===== src/rtl/eth_cmd_decoder.sv =====
// rtl/eth_cmd_decoder.sv - UDP payload to one-byte LED/7-seg command decoder
// Optional idle auto-clear enabled by defining CMD_TIMEOUT_EN.
module eth_cmd_decoder #(
  parameter logic [7:0] SYNC_BYTE = 8'h55
`ifdef CMD_TIMEOUT_EN
  , parameter int unsigned TIMEOUT_CYC = 300_000_000
`endif
) (
  input  logic       clk,
  input  logic       rst_n,
  input  logic       rec_en,
  input  logic [7:0] rec_data,
  input  logic       rec_pkt_done,
  output logic [7:0] eth_data,
  output logic       flag,
  output logic       cmd_valid,
  output logic [7:0] err_cnt
);

  typedef enum logic [2:0] {S_SYNC, S_CMD, S_INV, S_OK, S_DROP} state_t;

  state_t     state, state_byte, state_next;
  logic [7:0] cmd_tmp, cmd_tmp_next;
  logic       commit, reject, timeout_hit;

  function automatic logic cmd_legal(input logic [7:0] c);
    return (c == 8'h00) || (c == 8'hAA) || (c == 8'hBB) || (c == 8'hCC);
  endfunction

  // state_byte is the state after this cycle's byte; done is judged on it so
  // a final ~CMD byte arriving together with rec_pkt_done still commits.
  always_comb begin
    state_byte   = state;
    cmd_tmp_next = cmd_tmp;
    if (rec_en) begin
      case (state)
        S_SYNC:  state_byte = (rec_data == SYNC_BYTE) ? S_CMD : S_DROP;
        S_CMD: begin
          cmd_tmp_next = rec_data;
          state_byte   = S_INV;
        end
        S_INV:   state_byte = ((rec_data == ~cmd_tmp) && cmd_legal(cmd_tmp)) ? S_OK : S_DROP;
        default: state_byte = state;
      endcase
    end
    commit     = rec_pkt_done && (state_byte == S_OK);
    reject     = rec_pkt_done && (state_byte != S_OK);
    state_next = rec_pkt_done ? S_SYNC : state_byte;
  end

  always_ff @(posedge clk or negedge rst_n) begin
    if (!rst_n) begin
      state   <= S_SYNC;
      cmd_tmp <= 8'h00;
    end else begin
      state   <= state_next;
      cmd_tmp <= cmd_tmp_next;
    end
  end

`ifdef CMD_TIMEOUT_EN
  localparam logic [31:0] IDLE_LAST = 32'(TIMEOUT_CYC - 1);

  logic [31:0] idle_cnt;

  assign timeout_hit = !commit && cmd_valid && (eth_data != 8'h00) && (idle_cnt == IDLE_LAST);

  // Saturates at IDLE_LAST so a stopped or never-valid output does not wrap.
  always_ff @(posedge clk or negedge rst_n) begin
    if (!rst_n) begin
      idle_cnt <= 32'd0;
    end else if (commit || timeout_hit) begin
      idle_cnt <= 32'd0;
    end else if (idle_cnt != IDLE_LAST) begin
      idle_cnt <= idle_cnt + 32'd1;
    end
  end
`else
  assign timeout_hit = 1'b0;
`endif

  always_ff @(posedge clk or negedge rst_n) begin
    if (!rst_n) begin
      eth_data  <= 8'h00;
      flag      <= 1'b0;
      cmd_valid <= 1'b0;
      err_cnt   <= 8'h00;
    end else begin
      flag <= commit || timeout_hit;
      if (commit) begin
        eth_data  <= cmd_tmp;
        cmd_valid <= 1'b1;
      end else if (timeout_hit) begin
        eth_data <= 8'h00;
      end
      if (reject && (err_cnt != 8'hFF)) begin
        err_cnt <= err_cnt + 8'd1;
      end
    end
  end

endmodule


===== config.mk =====
export PLATFORM = sky130hd
export DESIGN_NAME = eth_cmd_decoder
export DESIGN_NICKNAME = d
export VERILOG_FILES = /design/src/rtl/eth_cmd_decoder.sv
export SDC_FILE = /design/constraint.sdc
export NUM_CORES = 1
export LEC_CHECK = 0
export BUFFER_PORTS_ARGS = -buffer_cell sky130_fd_sc_hd__buf_2
export CAP_MARGIN = 10
export CORE_MARGIN = 4
export CORE_UTILIZATION = 54
export CTS_BUF_LIST = sky130_fd_sc_hd__clkbuf_2
export DETAILED_ROUTE_END_ITERATION = 8
export PLACE_DENSITY = 0.84
export SKIP_LAST_GASP = 1
export SLEW_MARGIN = 10
export SYNTH_ARGS = -nofsm -noshare
export SYNTH_HDL_FRONTEND = slang
export SYNTH_SLANG_ARGS = --single-unit

===== constraint.sdc =====
create_clock -name clk -period 3.6 [get_ports clk]
set_input_delay 0.36 -clock clk [delete_from_list [all_inputs] [get_ports clk]]
set_output_delay 0.36 -clock clk [all_outputs]
set_load 0.01 [all_outputs]

==> reports/qor.yml, run 1 <==
synth_area_sq_um: 1448
fin_crit_sh_pct: 60.77
setup_tns_ns: 0
clk_pin_slew_ns: 0.15
p_total_uw: 727.8
setup_violations: 0
relSlewSlack_pct: 53.91
cts-root-buf: "clkbuf_2"
tritoncts: "done"
firstDrtPassIters: 4
status: "completed"
vias_per_cell: 5.806
rr_worst_depth: 5
critPathCaptureType: "flip-flop"
synth-compound-area-share_pct: 10.29
fin_util_pct: 66.22
yosys_register_bits: 29
die_w_microns: 59.78
worstPathRequired_ns: 3.83
place_area_sq_um: 1630
seq_area_frac_synth_pct: 50.13
place_congestion: 0.7820
die_area_sq_um: 3573
worst_pin_slew_ns: 0.6888
yosysWarnings: 0
crit_arrival_ns: 2.42
synth_largest_area_cell: "dfrtp_1"
clock-sinks: 29
clk_latency_ns: 0.33
dpl.hpwl_microns: 2236
clock_path_buffers: 2
cts-htree-levels: 2
design.portCount: 30
diodes: 0
cellPowerDensity_nw_per_um2: 435.7
drt_iter0_markers: 39
postCtsSetupBuffers: 0
grt_use_total_pct: 19.35
drc: 0
most-common-layout-cells: "29 x dfrtp_1, 29 x buf_2, 17 x mux2_2"
synth.distinct_cells: 33
postRouteAntennaNets: 0
min_period_ns: 2.188
area_delta_synth_final_pct: 15.38
cts_buffers: 5
synth_flop_cell: "dfrtp_1"
postCtsHoldBufs: 0
synth_top_family_by_area: "simple AND/OR/NAND/NOR gates"
syn_area_per_cell_sq_um: 12.81
worstSetupPathType: "reg2reg"
async_flop_share_pct: 100.0
io_buffers: 29
hold_path.class: "in2async"
core_sq_um: 2522
ir_worst_vdd_mv: 0.3662
grt_pass1_vias: 1151
yosys.area.top_type_share_pct: 50.13
grt_pass1_wl_microns: 5092
cp_max_fo: 7
synth_xor_xnor_area_share_pct: 9.075
ctsResizeCount: 0
wirelength_microns: 2935
power_leakage_uw: 0.0008743
row_count: 18
synthSimpleGateAreaFrac_pct: 14.87
rsz0062_at_grt: "no"
final.setup_skew_ns: 0.01343
max_cap_violations: 0
dieHeight_microns: 59.78
fmax_mhz: 457.1
grt_max_degree: 30
fin_area_sq_um: 1670
num_vias: 1045
nFillCells: 212
r2r_setup_slack_ns: 1.41
critPathLaunchType: "flip-flop"
antenna_found_initial: 0
synthTopCellsByArea: "dfrtp_1 50%, mux2_2 13%, xor2_1 9.1%, a2111oi_4 3.8%, nand4_1 2.6%"
start_util_pct: 57.39
overflow: 0
synth-edff-count: 0
wl_per_cell_microns: 16.31
synthAdderAreaFrac_pct: 0.8643
synthCells: 113
nets: 162
drv_slew: 0
synth_nets: 126
final-hold-violation-count: 0
synthMuxAreaShare_pct: 14.26
drive_above_1_share_pct: 40.67
[cell usage after synthesis (2+ instances only)]
cell type / count
dfrtp_1: 29
mux2_2: 17
xor2_1: 15
nand4_1: 6
nor2_1: 6
a21oi_1: 3
nand2_1: 3
nand3b_1: 3
a2111oi_4: 2
inv_1: 2
nand2b_1: 2
nor3_1: 2
nor4_1: 2
o21ai_0: 2
[path summary, 6_finish.rpt]
check | startpoint | endpoint
hold / removal | rst_n | eth_data[0]
min in group clk | rec_pkt_done | state[1]
setup reg to reg | cmd_tmp[6] | err_cnt[1]
setup / recovery | cmd_tmp[6] | err_cnt[1]
hold reg to reg | cmd_valid | cmd_valid
max in group asynchronous | rst_n | cmd_tmp[3]
[worst max-delay path, cell delays in order, from the launching register on]
cell,delay [ns]
dfrtp_1,0.47
and4bb_1,0.34
o2111ai_2,0.23
a2111oi_4,0.62
nor2b_2,0.12
mux2_4,0.31
[report_power, final]
group          total, uW  switching (uW)  internal [uW]
Combinational        155            80.5           74.7
Sequential           416            52.0            365
Clock                156             107           48.9
[metrics by stage]
step                      cells  hold WS (ns)  setup WS (ns)
after floorplan             113       0.06441          1.655
after global placement      172        0.4052          1.524
after detailed placement    172        0.4127          1.427
after CTS                   180       0.02285          1.401
after global routing        180       0.02948          1.297
final                       180       0.02022          1.412
[area by class of cell]
cell class                      instances  area, sq um  area share (%)
Sequential cell                        29        725.7           43.45
Inverter                                2        7.507          0.4494
Timing Repair Buffer                   29        145.1           8.689
Clock buffer                            6        30.03           1.798
Clock inverter                          2        10.01          0.5993
Tap cell                               30        37.54           2.247
Multi-Input combinational cell         82        714.4           42.77
[cell families after synthesis]
family                     after synthesis
buffers and inverters                    2
muxes                                   18
DFF                                     29
and+or+nand+nor                         35
AOI/OAI and AO/OA                       13
xor gates and xnor gates                15
adders and majority gates                1
[sequential cells by signal, indices dropped and copies added (netlist names)]
| register | cells |
|---|---|
| cmd_tmp | 8 |
| cmd_valid | 1 |
| err_cnt | 8 |
| eth_data | 8 |
| flag | 1 |
| state | 3 |
[metal layers]
layer  share of wire [%]  vias to the layer above  wire length, microns  global-route usage (%)
met5                   0                        -                     0                       0
met4                 2.2                        0                    65                   10.44
met3                 4.6                        8                   135                   4.968
met2                  51                       37                  1488                   31.02
met1                  42                      509                  1244                   23.68
li1                    -                      491                     -                       -
(Power assumes the default switching activity.)
==> inputs of run 2 (changes only) <==
--- a/config.mk
+++ b/config.mk
@@ -8,10 +8,10 @@
 export BUFFER_PORTS_ARGS = -buffer_cell sky130_fd_sc_hd__buf_2
 export CAP_MARGIN = 10
 export CORE_MARGIN = 4
-export CORE_UTILIZATION = 54
+export CORE_UTILIZATION = 50
 export CTS_BUF_LIST = sky130_fd_sc_hd__clkbuf_2
 export DETAILED_ROUTE_END_ITERATION = 8
-export PLACE_DENSITY = 0.84
+export PLACE_DENSITY = 0.82
 export SKIP_LAST_GASP = 1
 export SLEW_MARGIN = 10
 export SYNTH_ARGS = -nofsm -noshare
==> constraint.sdc (replaced) <==
create_clock -name clk -period 2 [get_ports clk]
set_input_delay 0.2 -clock clk [delete_from_list [all_inputs] [get_ports clk]]
set_output_delay 0.2 -clock clk [all_outputs]
set_load 0.01 [all_outputs]
==> run 2 against run 1 <==
Compared with the run above: the run now ends with negative setup slack left; non-clock buffer count up 21; sequential share of layout area down 5.3 points; largest cell class is now multi-input gates; hold slack better by 0.087 ns.
==> reports/qor.yml, run 2 (synthesis results as in run 1) <==
final-hold-violation-count: 0
relSlewSlack_pct: 56.77
register_area_sq_um: 730.7
critPathLaunchType: "flip-flop"
setup_violations: 17
status: "complete, but fails checks"
grt_pass1_vias: 1197
place_ws_ns: -0.09606
cp_max_fo: 5
fin_util_pct: 69.37
num_vias: 1194
violations: "negative setup slack"
clock-sinks: 29
place_area_sq_um: 1677
cts-root-buf: "clkbuf_2"
die_w_microns: 61.81
most-common-layout-cells: "29 x buf_2, 25 x dfrtp_1, 19 x buf_4"
area_delta_synth_final_pct: 32.15
drt_iter0_markers: 47
clk_latency_ns: 0.36
drive_above_1_share_pct: 52.33
hold_path.class: "in2reg"
power_leakage_uw: 0.001006
instances_no_fill: 203
final_common_cell: "buf_2"
antenna_found_initial: 0
drv_slew: 0
wirelength_microns: 3784
place_congestion: 0.7664
nFillCells: 194
rsz0062_at_grt: "yes"
dieHeight_microns: 61.81
reg.largest.list: "cmd_tmp: 8 flops, err_cnt: 8 flops, eth_data: 8 flops"
grt_use_total_pct: 21.68
io_buffers: 29
start_util_pct: 52.50
grt_max_degree: 30
setup_tns_ns: -1.272
overflow: 0
cts-htree-levels: 2
setup_slack_ns: -0.1416
design.portCount: 30
grt_pass1_wl_microns: 5699
max_cap_violations: 0
tritoncts: "done"
drc: 0
dpl.hpwl_microns: 2273
final.setup_skew_ns: 0.006063
worst_pin_slew_ns: 0.6485
multiInputGateArea_sq_um: 787.0
clock_path_buffers: 2
vias_per_cell: 5.882
crit_arrival_ns: 2.40
fin_crit_sh_pct: 107.1
place_inst: 179
wl_per_cell_microns: 18.64
worstSetupPathType: "reg2reg"
fin_area_sq_um: 1913
core_sq_um: 2758
critPathCaptureType: "flip-flop"
clk_pin_slew_ns: 0.13
fmax_mhz: 466.9
ir_worst_vdd_mv: 0.7304
nets: 184
die_area_sq_um: 3820
cts_buffers: 5
cellPowerDensity_nw_per_um2: 699.2
worstPathRequired_ns: 2.26
diodes: 0
firstDrtPassIters: 4
row_count: 19
postRouteAntennaNets: 0
min_period_ns: 2.142
run 2: worst paths after layout:
path                         startpoint           to  slack (ns)  cells past startpoint
max                          cmd_tmp[2]  eth_data[3]       -0.14                      6
min                        rec_pkt_done     state[1]        0.11                      2
max reg2reg                  cmd_tmp[2]  eth_data[3]       -0.14                      6
min reg2reg                   cmd_valid    cmd_valid        0.48                      1
max in group asynchronous         rst_n   cmd_tmp[2]        1.16                      2
min in group asynchronous         rst_n   cmd_tmp[6]        0.39                      2
run 2: through the flow:
stage / hold WS [ns] / power, uW
CTS: 0.1020 / 1341
floorplan: -0.09559 / 905.1
finish: 0.1074 / 1338
detailed placement: 0.2609 / 1038
global placement: 0.2371 / 1023
global route: 0.09508 / 1421
run 2: metal layers:
layer,part of all wire [%],track usage (%),vias to the layer above,wire [microns]
met4,4.0,16.06,0,153
li1,-,-,537,-
met1,40,26.12,587,1520
met2,49,32.14,53,1869
met5,0,0,-,0
met3,6.3,7.231,17,240
run 2: worst max-delay path, cell delays in order (launching register included):
cell       delay [ns]
dfrtp_2          0.47
and4bb_1         0.31
o2111ai_4        0.15
a2111oi_4        0.46
buf_4            0.19
o211ai_4         0.12
mux2_4           0.34
run 2: where the power goes:
part / total, uW / internal, uW / switching, uW
registers: 748 / 656 / 91.6
logic: 295 / 143 / 152
clock network: 295 / 103 / 191
total: 1340 / 902 / 435
run 2: area by class of cell:
class / count / area share, %
Sequential cell: 29 / 38.20
Timing Repair Buffer: 50 / 16.15
Multi-Input combinational cell: 83 / 41.14
Tap cell: 31 / 2.027
Clock buffer: 8 / 2.093
Inverter: 2 / 0.3924
run 2: timing repair:
item / 4_1_cts / 5_1_grt
buffers inserted: 10 / 4
hold buffers: 1 / 0
hold endpoints to repair: 29 / 0
pin swaps: 7 / 7
gates resized for setup: 7 / 7
endpoints found under the setup margin: 14 / 20
cloned: 1 / 0
